File: config.mk
export PLATFORM = sky130hd
export DESIGN_NAME = wb_trace_buffer_flat
export DESIGN_NICKNAME = d
export VERILOG_FILES = /design/src/rtl/wb_trace_buffer_if.sv /design/src/rtl/wb_trace_buffer.sv /design/src/flat_wrapper.sv
export SDC_FILE = /design/constraint.sdc
export NUM_CORES = 1
export LEC_CHECK = 0
export ABC_AREA = 1
export CAP_MARGIN = 20
export CORE_AREA = 8 8 432 434
export CTS_CLUSTER_SIZE = 12
export DETAILED_ROUTE_END_ITERATION = 7
export DIE_AREA = 0 0 440 442
export REMOVE_ABC_BUFFERS = 1
export SLEW_MARGIN = 5
export SYNTH_ARGS = -nofsm -noshare
export SYNTH_HDL_FRONTEND = slang
export SYNTH_SLANG_ARGS = --single-unit
export TNS_END_PERCENT = 5
File: constraint.sdc
create_clock -name clk -period 6.1 [get_ports clk]
set_clock_uncertainty 0.2 [all_clocks]
set_input_delay 1.22 -clock clk [delete_from_list [all_inputs] [get_ports clk]]
set_output_delay 1.22 -clock clk [all_outputs]
set_load 0.02 [all_outputs]
File: src/rtl/wb_trace_buffer_if.sv
// Writeback sample inputs and FWFT read-side handshake for the writeback trace buffer.
interface wb_trace_buffer_if #(
  parameter int NCH    = 2,
  parameter int ADDR_W = 5,
  parameter int DATA_W = 32,
  parameter int TS_W   = 16
);
  logic [NCH-1:0]        wb_wr;
  logic [NCH*ADDR_W-1:0] wb_addr;
  logic [NCH*DATA_W-1:0] wb_data;
  logic                  rd_ready;
  logic                  rd_valid;
  logic [TS_W-1:0]       rd_ts;
  logic [NCH-1:0]        rd_mask;
  logic [NCH*ADDR_W-1:0] rd_addr;
  logic [NCH*DATA_W-1:0] rd_data;

  modport master (
    output wb_wr, wb_addr, wb_data, rd_ready,
    input  rd_valid, rd_ts, rd_mask, rd_addr, rd_data
  );

  modport slave (
    input  wb_wr, wb_addr, wb_data, rd_ready,
    output rd_valid, rd_ts, rd_mask, rd_addr, rd_data
  );
endinterface

File: src/rtl/wb_trace_buffer.sv
// Writeback trace capture: samples NCH writeback ports inside a bounded window into a
// FWFT FIFO of {timestamp, mask, addr, data}, with sticky overflow and saturating drop count.
module wb_trace_buffer #(
  parameter int NCH    = 2,
  parameter int ADDR_W = 5,
  parameter int DATA_W = 32,
  parameter int DEPTH  = 16,
  parameter int TS_W   = 16,
  localparam int PTR_W = $clog2(DEPTH),
  localparam int CNT_W = PTR_W + 1
) (
  input  logic              clk,
  input  logic              rst,
  input  logic              start,
  input  logic [TS_W-1:0]   cycle_limit,
  wb_trace_buffer_if.slave  bus,
  output logic [CNT_W-1:0]  count,
  output logic              capturing,
  output logic              done,
  output logic              overflow,
  output logic [7:0]        drop_cnt
);

  localparam int EW = TS_W + NCH + NCH*ADDR_W + NCH*DATA_W;

  typedef enum logic [1:0] {S_IDLE, S_CAPTURE, S_DONE} state_e;

  state_e            state_q, state_d;
  logic [TS_W-1:0]   ts_q, ts_d;
  logic [TS_W-1:0]   limit_q, limit_d;
  logic [7:0]        drop_q, drop_d;
  logic              ovf_q, ovf_d;
  logic [PTR_W-1:0]  wr_ptr_q, wr_ptr_d;
  logic [PTR_W-1:0]  rd_ptr_q, rd_ptr_d;
  logic [CNT_W-1:0]  count_q, count_d;
  logic [EW-1:0]     mem_q [DEPTH];
  logic [EW-1:0]     wr_entry_d;
  logic [EW-1:0]     head;

  logic [NCH*ADDR_W-1:0] masked_addr;
  logic [NCH*DATA_W-1:0] masked_data;
  logic push_req, push_ok, pop, full, empty;

  function automatic logic [7:0] sat_inc8(input logic [7:0] v);
    return (v == 8'hFF) ? v : v + 8'd1;
  endfunction

  assign empty    = (count_q == '0);
  assign full     = (count_q == CNT_W'(DEPTH));
  assign pop      = !empty && bus.rd_ready;
  // The start cycle belongs to neither the old nor the new window, so it never pushes.
  assign push_req = (state_q == S_CAPTURE) && (|bus.wb_wr) && !start;
  assign push_ok  = push_req && (!full || pop);

  always_comb begin
    masked_addr = '0;
    masked_data = '0;
    for (int i = 0; i < NCH; i++) begin
      if (bus.wb_wr[i]) begin
        masked_addr[i*ADDR_W +: ADDR_W] = bus.wb_addr[i*ADDR_W +: ADDR_W];
        masked_data[i*DATA_W +: DATA_W] = bus.wb_data[i*DATA_W +: DATA_W];
      end
    end
    wr_entry_d = {ts_q, bus.wb_wr, masked_addr, masked_data};
  end

  always_comb begin
    state_d = state_q;
    ts_d    = ts_q;
    limit_d = limit_q;
    drop_d  = drop_q;
    ovf_d   = ovf_q;
    if (push_req && !push_ok) begin
      drop_d = sat_inc8(drop_q);
      ovf_d  = 1'b1;
    end
    if (start) begin
      state_d = S_CAPTURE;
      ts_d    = '0;
      limit_d = cycle_limit;
      drop_d  = '0;
      ovf_d   = 1'b0;
    end else if (state_q == S_CAPTURE) begin
      ts_d = ts_q + TS_W'(1);
      if (limit_q != '0 && ts_q == limit_q - TS_W'(1)) begin
        state_d = S_DONE;
      end
    end
  end

  always_comb begin
    wr_ptr_d = wr_ptr_q;
    rd_ptr_d = rd_ptr_q;
    count_d  = count_q;
    if (push_ok) wr_ptr_d = wr_ptr_q + PTR_W'(1);
    if (pop)     rd_ptr_d = rd_ptr_q + PTR_W'(1);
    count_d = count_q + CNT_W'(push_ok) - CNT_W'(pop);
  end

  always_ff @(posedge clk) begin
    if (rst) begin
      state_q  <= S_IDLE;
      ts_q     <= '0;
      limit_q  <= '0;
      drop_q   <= '0;
      ovf_q    <= 1'b0;
      wr_ptr_q <= '0;
      rd_ptr_q <= '0;
      count_q  <= '0;
    end else begin
      state_q  <= state_d;
      ts_q     <= ts_d;
      limit_q  <= limit_d;
      drop_q   <= drop_d;
      ovf_q    <= ovf_d;
      wr_ptr_q <= wr_ptr_d;
      rd_ptr_q <= rd_ptr_d;
      count_q  <= count_d;
    end
  end

  // Storage carries no reset; validity is tracked solely by count_q.
  always_ff @(posedge clk) begin
    if (push_ok) mem_q[wr_ptr_q] <= wr_entry_d;
  end

  assign head = empty ? '0 : mem_q[rd_ptr_q];
  assign {bus.rd_ts, bus.rd_mask, bus.rd_addr, bus.rd_data} = head;
  assign bus.rd_valid = !empty;

  assign count     = count_q;
  assign capturing = (state_q == S_CAPTURE);
  assign done      = (state_q == S_DONE);
  assign overflow  = ovf_q;
  assign drop_cnt  = drop_q;

endmodule
File: src/flat_wrapper.sv
// flat-port wrapper written by rule: the top's interface ports become plain ports
module wb_trace_buffer_flat 
#(
  parameter int NCH    = 2,
  parameter int ADDR_W = 5,
  parameter int DATA_W = 32,
  parameter int DEPTH  = 16,
  parameter int TS_W   = 16,
  localparam int PTR_W = $clog2(DEPTH),
  localparam int CNT_W = PTR_W + 1
)
  (clk, rst, start, cycle_limit, count, capturing, done, overflow, drop_cnt, bus_wb_wr, bus_wb_addr, bus_wb_data, bus_rd_ready, bus_rd_valid, bus_rd_ts, bus_rd_mask, bus_rd_addr, bus_rd_data);
  wb_trace_buffer_if #(.NCH(NCH), .ADDR_W(ADDR_W), .DATA_W(DATA_W), .TS_W(TS_W)) bus_i ();
  input  logic clk;
  input  logic rst;
  input  logic start;
  input  logic [TS_W-1:0] cycle_limit;
  output logic [CNT_W-1:0] count;
  output logic capturing;
  output logic done;
  output logic overflow;
  output logic [7:0] drop_cnt;
  input wire logic [$bits(bus_i.wb_wr)-1:0] bus_wb_wr;
  input wire logic [$bits(bus_i.wb_addr)-1:0] bus_wb_addr;
  input wire logic [$bits(bus_i.wb_data)-1:0] bus_wb_data;
  input wire logic [$bits(bus_i.rd_ready)-1:0] bus_rd_ready;
  output wire logic [$bits(bus_i.rd_valid)-1:0] bus_rd_valid;
  output wire logic [$bits(bus_i.rd_ts)-1:0] bus_rd_ts;
  output wire logic [$bits(bus_i.rd_mask)-1:0] bus_rd_mask;
  output wire logic [$bits(bus_i.rd_addr)-1:0] bus_rd_addr;
  output wire logic [$bits(bus_i.rd_data)-1:0] bus_rd_data;
  assign bus_i.wb_wr = bus_wb_wr;
  assign bus_i.wb_addr = bus_wb_addr;
  assign bus_i.wb_data = bus_wb_data;
  assign bus_i.rd_ready = bus_rd_ready;
  assign bus_rd_valid = bus_i.rd_valid;
  assign bus_rd_ts = bus_i.rd_ts;
  assign bus_rd_mask = bus_i.rd_mask;
  assign bus_rd_addr = bus_i.rd_addr;
  assign bus_rd_data = bus_i.rd_data;
  wb_trace_buffer #(.NCH(NCH), .ADDR_W(ADDR_W), .DATA_W(DATA_W), .DEPTH(DEPTH), .TS_W(TS_W)) u_core (.clk(clk), .rst(rst), .start(start), .cycle_limit(cycle_limit), .bus(bus_i), .count(count), .capturing(capturing), .done(done), .overflow(overflow), .drop_cnt(drop_cnt));
endmodule
Yosys cells after proc, flatten, opt, wreduce, memory -nomap -nowiden
Memory sizes are Yosys's and may differ from the RTL's. A register that Yosys moved wholly into a read port is not among the register bits.
Cells that the tools add are included.
{"block": "classes", "eq_ne": 5, "muxes": 12, "reduce_logical": 20, "bitwise_logic": 1, "add_sub_neg": 7}
{"cell": "$mux W92", "count": 1}
{"cell": "$mux W32", "count": 2}
{"cell": "$add A16 B1 Y16 const B", "count": 1}
{"cell": "$eq A16 B16 Y1", "count": 1}
{"cell": "$reduce_bool A16 Y1", "count": 1}
{"cell": "$sub A16 B1 Y16 const B", "count": 1}
{"cell": "$mux W5", "count": 2}
{"cell": "$add A4 B1 Y4 const B", "count": 2}
{"cell": "$add A8 B1 Y8 const B", "count": 1}
{"cell": "$eq A8 B8 Y1 const B", "count": 1}
{"cell": "$mux W4", "count": 2}
{"cell": "$logic_and A1 B1 Y1", "count": 6}
{"cell": "$reduce_and A2 Y1", "count": 3}
{"cell": "$add A5 B1 Y5", "count": 1}
{"cell": "$eq A5 B5 Y1 const B", "count": 1}
{"cell": "$logic_not A5 Y1", "count": 1}
{"cell": "$mux W1", "count": 5}
{"cell": "$sub A5 B1 Y5", "count": 1}
{"cell": "$logic_not A1 Y1", "count": 4}
{"cell": "$reduce_bool A2 Y1", "count": 2}
{"cell": "$reduce_or A2 Y1", "count": 2}
{"cell": "$eq A2 B1 Y1 const B", "count": 1}
{"cell": "$eq A2 B2 Y1 const B", "count": 1}
{"cell": "$logic_or A1 B1 Y1", "count": 1}
{"cell": "$not A1 Y1", "count": 1}
{"block": "word_totals", "out_inout_bits": 109, "mem_bits_rw": 1472, "input_bits": 96, "n_memories": 1, "wordCells": 55, "regBits": 56}
{"memory": "u_core.mem_q", "depth": 16, "width": 92, "rd": 1, "rd_ports_with_merged_regs": 1, "write_ports": 1, "line": "wb_trace_buffer.sv:36", "source": "logic [EW-1:0] mem_q [DEPTH];"}

Logic depth before layout (Yosys ltp)
{"block": "depth", "ltp_word": 8, "ltp_mapped": 18, "mapped_depth_nobuf": 18}

Worst setup path before layout
OpenSTA, ideal clock, no wires.
{"block": "synth_timing", "path_kind": "input to register", "startpoint": "in bus_wb_wr[1]", "endpoint": "mem u_core.mem_q[11][0] (netlist bit), enable pin", "setup_ps": 543, "setup_slack_ps": -453, "required_ps": 5357, "n_path_buf": 0, "arrival_ps": 5810, "cell_stages": 8, "path_cell_list": "nor2_1 -> nor2_1 -> nand2_1 -> nor2_2 -> inv_1 -> nor2_1 -> nand2_1 -> nor2_1"}
{"block": "synth_via", "elab_chain_cells": 6}
{"item": "start: declaration", "line": "flat_wrapper.sv:23", "source": "input wire logic [$bits(bus_i.wb_wr)-1:0] bus_wb_wr;"}
{"item": "$reduce_or A2 Y1", "line": "wb_trace_buffer.sv:52", "source": "assign push_req = (state_q == S_CAPTURE) && (|bus.wb_wr) && !start;"}
{"item": "$logic_and A1 B1 Y1 (2 in series)", "line": "wb_trace_buffer.sv:52"}
{"item": "$logic_and A1 B1 Y1", "line": "wb_trace_buffer.sv:53", "source": "assign push_ok = push_req && (!full || pop);"}
{"item": "named net u_core.push_ok", "line": "wb_trace_buffer.sv:42", "source": "logic push_req, push_ok, pop, full, empty;"}
{"item": "$mux W1", "line": "wb_trace_buffer.sv:124", "source": "if (push_ok) mem_q[wr_ptr_q] <= wr_entry_d;"}
{"item": "$mux W1 (not written as such)", "line": "wb_trace_buffer.sv:124"}
{"item": "end: declaration", "line": "wb_trace_buffer.sv:36"}
The timed path passes the listed nets, and every way through them passes these cells.

==> Implementation_results.wiki <==
{| class="wikitable"
! Metric !! Value
|-
| Min-Delay Path Class || register to register
|-
| Clock sinks || roughly 1500
|-
| Critical path endpoint category || output port
|-
| Async set-or-reset flop fraction in the synthesized netlist || 0%
|-
| Hold bufs inserted after CTS || 0
|-
| Max-slew violation total from the final report || 0
|-
| Leakage || 22.2 nW
|-
| Number of unique standard cell types used by synthesis || 45
|-
| Commonest non-fill, non-tap cell in the layout || sky130_fd_sc_hd__edfxtp_1
|-
| Tightest Pin Transition || roughly 1.1 ns
|-
| Flop2flop setup slack || between 2 and 3 ns
|-
| Share of synthesized area occupied by flip-flops and latches || approximately three quarters
|-
| Global placer's final weighted congestion || roughly 0.73
|-
| Final period utilization || about nine tenths
|-
| Summed instance area of the synthesized netlist || about 60000 um^2
|-
| Count of cells along the worst register-to-register path || 10
|-
| CP required || 4.68 ns
|-
| Post-CTS Setup Bufs || 0
|-
| Power per standard cell area || 384 nW/um^2
|-
| Routed length per instance || roughly 24 um
|-
| Detailed-route via count || approximately 39000
|-
| Yosys synthesis warning count || 0
|-
| Number of hold violations in the final report || 0
|-
| Mean instance size in the synthesized netlist || 13.3 um^2
|-
| Die height || roughly 440 um
|-
| First-pass detailed-route iteration total || 8
|-
| Multi-input logic area || 13400 um^2
|-
| Antenna fix cells || 0
|-
| DRC marker count from the first detailed-route iteration || roughly 3800
|-
| Wire length of the first global-routing pass || 249 mm
|-
| Buffer cell driving the clock tree root || sky130_fd_sc_hd__clkbuf_16
|-
| Run status || finished, final reports clean
|-
| Setup Crit Path Kind || register to output port
|-
| Total grt overflow || 0
|-
| Type of origin of the critical path || register
|-
| Count of antenna-violating nets left after detailed routing || 0
|-
| Area inside the core boundary || ~180000 um^2
|-
| R2r endpoint || u_core.mem_q[3][30]
|-
| Post-layout utilization of the core || between 30% and 40%
|-
| Clock edge transition at the registers on the reported setup and hold paths || about 0.060 ns
|-
| Detailed Place HPWL || about 80 mm
|-
| FF/Latch Area || approximately 45000 um^2
|-
| Synth Flop Type || sky130_fd_sc_hd__edfxtp_1
|-
| Post-route setup TNS || 0 ns
|-
| Number of synthesized register bits || approximately 1500
|-
| Arrival time reported for the critical path endpoint || about 4.2 ns
|-
| Pin count of the biggest net entering global routing || about 240
|-
| Post-CTS resize count || 0
|-
| Via/cell ratio || 5.40
|-
| DRC errors left || 0
|-
| Net count, final || 4793
|-
| Total global-route track usage || 16.8%
|-
| Final setup fails || 0
|-
| Total CTS buffers || 158
|-
| Port Buf Inserts || 204
|-
| Clk Latency, worst-skew pair || around 0.78 ns
|-
| Achievable Freq || ~180 MHz
|-
| IR drop worst, VDD || approximately 0.00028 V
|-
| Max cap viols || 0
|-
| Worst rel slew slack || between 20 and 30%
|-
| Number of placed I/O pins || ~210
|-
| Grt met3 use || 2.93%
|-
| Timing endpoint of the critical path || bus_rd_addr[6]
|-
| Max Root-Sink Buffers || 3
|-
| Post-detailed-routing wire length || 170 mm
|-
| Clock tree from TritonCTS || done
|-
| Grt met2 use || a little over a quarter
|-
| Number of enable-type register cells in the synthesized netlist || 1472
|-
| Beginning of the worst register-to-register path || u_core.count[2]
|-
| Total die area || 194000 um^2
|-
| Sum of internal, switching and leakage power || about 27 mW
|-
| Row count || 156
|-
| Gr busiest metal || met2
|-
| Area delta synth->final || 15.6%
|-
| Critical path fanouts, max || 67
|-
| Worst slack at placement || approximately 1.3 ns
|-
| Die width || approximately 440 um
|-
| H-tree Lvls || 4
|-
| Gate count after technology mapping || approximately 4600
|-
| Post-layout worst setup margin || 0.532 ns
|-
| Final Critical Period || ~5.6 ns
|-
| Vias in the first global route || 37800
|-
| Total of fill cells in the finished design || between 15000 and 20000
|-
| M1 GR Usage || roughly 23%
|-
| Number of antenna violations at the first check in global routing || 4
|-
| Top library cells by usage in the layout, fill and taps aside || 1472 x sky130_fd_sc_hd__edfxtp_1, 815 x sky130_fd_sc_hd__nor2_1, 726 x sky130_fd_sc_hd__o21ai_0, 258 x sky130_fd_sc_hd__o221ai_1, 202 x sky130_fd_sc_hd__clkdlybuf4s50_1
|-
| RSZ-0062 raised after global routing || no
|-
| Share of post-route cells with drive strength above 1 || ~6.6%
|-
| Starting utilization of the core area || between 30% and 40%
|}
state kept, by name (all words and copies together), names as in the netlist, named ones only:
name,flops
u_core.mem_q,1472
u_core.limit_q,16
u_core.ts_q,16
u_core.drop_cnt,8
u_core.count,5
u_core.rd_ptr_q,4
u_core.wr_ptr_q,4
u_core.state_q,2
u_core.overflow,1
logic make-up (layout without fill, tap and decap cells):
kind of cell             after synthesis  in the layout  synth area share [%]
buffers and inverters                482            691                  3.30
AND/OR/NAND/NOR                     1165           1165                  7.74
flip-flops                          1532           1532                  74.9
XOR/XNOR                              10             10                 0.144
adder cells (fa/ha/maj)               15             15                 0.322
AO/OA/AOI/OAI                       1362           1362                  13.6
through the flow:
step | std cells | area (um^2) | hold WS (ns)
global route | 7145 | 70100 | 0.299
finish | 7145 | 70100 | 0.264
floorplan | 4236 | 59200 | 0.259
detailed placement | 6891 | 65500 | 0.256
global placement | 6891 | 65500 | 0.247
CTS | 7144 | 70100 | 0.270
critical path, stage by stage (launching register included):
cell                              delay (ns)
sky130_fd_sc_hd__dfxtp_4                0.84
sky130_fd_sc_hd__buf_4                  0.67
sky130_fd_sc_hd__o21ai_0                0.24
sky130_fd_sc_hd__o221ai_1               0.27
sky130_fd_sc_hd__nand3_1                0.11
sky130_fd_sc_hd__a21oi_1                0.47
sky130_fd_sc_hd__clkdlybuf4s50_1        0.72
synth_stat cells (6+ instances only):
library cell	n	share of area [%]
sky130_fd_sc_hd__a211oi_1	18	0.22
sky130_fd_sc_hd__a21oi_1	111	0.92
sky130_fd_sc_hd__buf_2	100	0.83
sky130_fd_sc_hd__buf_4	10	0.12
sky130_fd_sc_hd__clkbuf_1	210	1.3
sky130_fd_sc_hd__dfxtp_1	60	2.0
sky130_fd_sc_hd__edfxtp_1	1472	73
sky130_fd_sc_hd__ha_1	14	0.29
sky130_fd_sc_hd__inv_1	147	0.91
sky130_fd_sc_hd__nand2_1	192	1.2
sky130_fd_sc_hd__nand3_1	102	0.84
sky130_fd_sc_hd__nor2_1	832	5.1
sky130_fd_sc_hd__nor2_4	6	0.11
sky130_fd_sc_hd__nor3b_1	9	0.11
sky130_fd_sc_hd__o211ai_1	110	1.4
sky130_fd_sc_hd__o21ai_0	726	6.0
sky130_fd_sc_hd__o21ai_1	17	0.14
sky130_fd_sc_hd__o221ai_1	258	3.7
sky130_fd_sc_hd__o22ai_1	110	1.1
sky130_fd_sc_hd__xor2_1	7	0.10
cell type report:
class / instances / share of cell area (%)
sequential: 1532 / 64.8
inverter: 152 / 0.862
clock inverter: 43 / 0.494
clock buffer: 210 / 6.04
timing repair buffer: 286 / 4.50
tap: 2370 / 4.23
multi-input combinational: 2552 / 19.1
worst min-delay path by stage:
stage | startpoint | end | slack, ns | cells after the start
after detailed placement | u_core.drop_cnt[7] | u_core.drop_cnt[7] | 0.26 | 2
after global placement | u_core.drop_cnt[7] | u_core.drop_cnt[7] | 0.25 | 2
after CTS | u_core.drop_cnt[7] | u_core.drop_cnt[7] | 0.27 | 2
after global routing | u_core.drop_cnt[7] | u_core.drop_cnt[7] | 0.30 | 2
after floorplan | u_core.wr_ptr_q[2] | u_core.wr_ptr_q[2] | 0.26 | 2
final | u_core.drop_cnt[7] | u_core.drop_cnt[7] | 0.26 | 2
power breakdown:
group          switching [mW]  internal, mW
clock network            3.83          5.00
registers               0.112          11.6
logic                    4.33          2.07
total                    8.27          18.7
per-layer routing:
layer | wire [um] | part of all wire [%]
met5 | 24 | 0.014
met4 | 6810 | 4.0
met3 | 10300 | 6.0
met2 | 79900 | 47
met1 | 73200 | 43
Note: power is estimated with default switching activity, not from simulation.
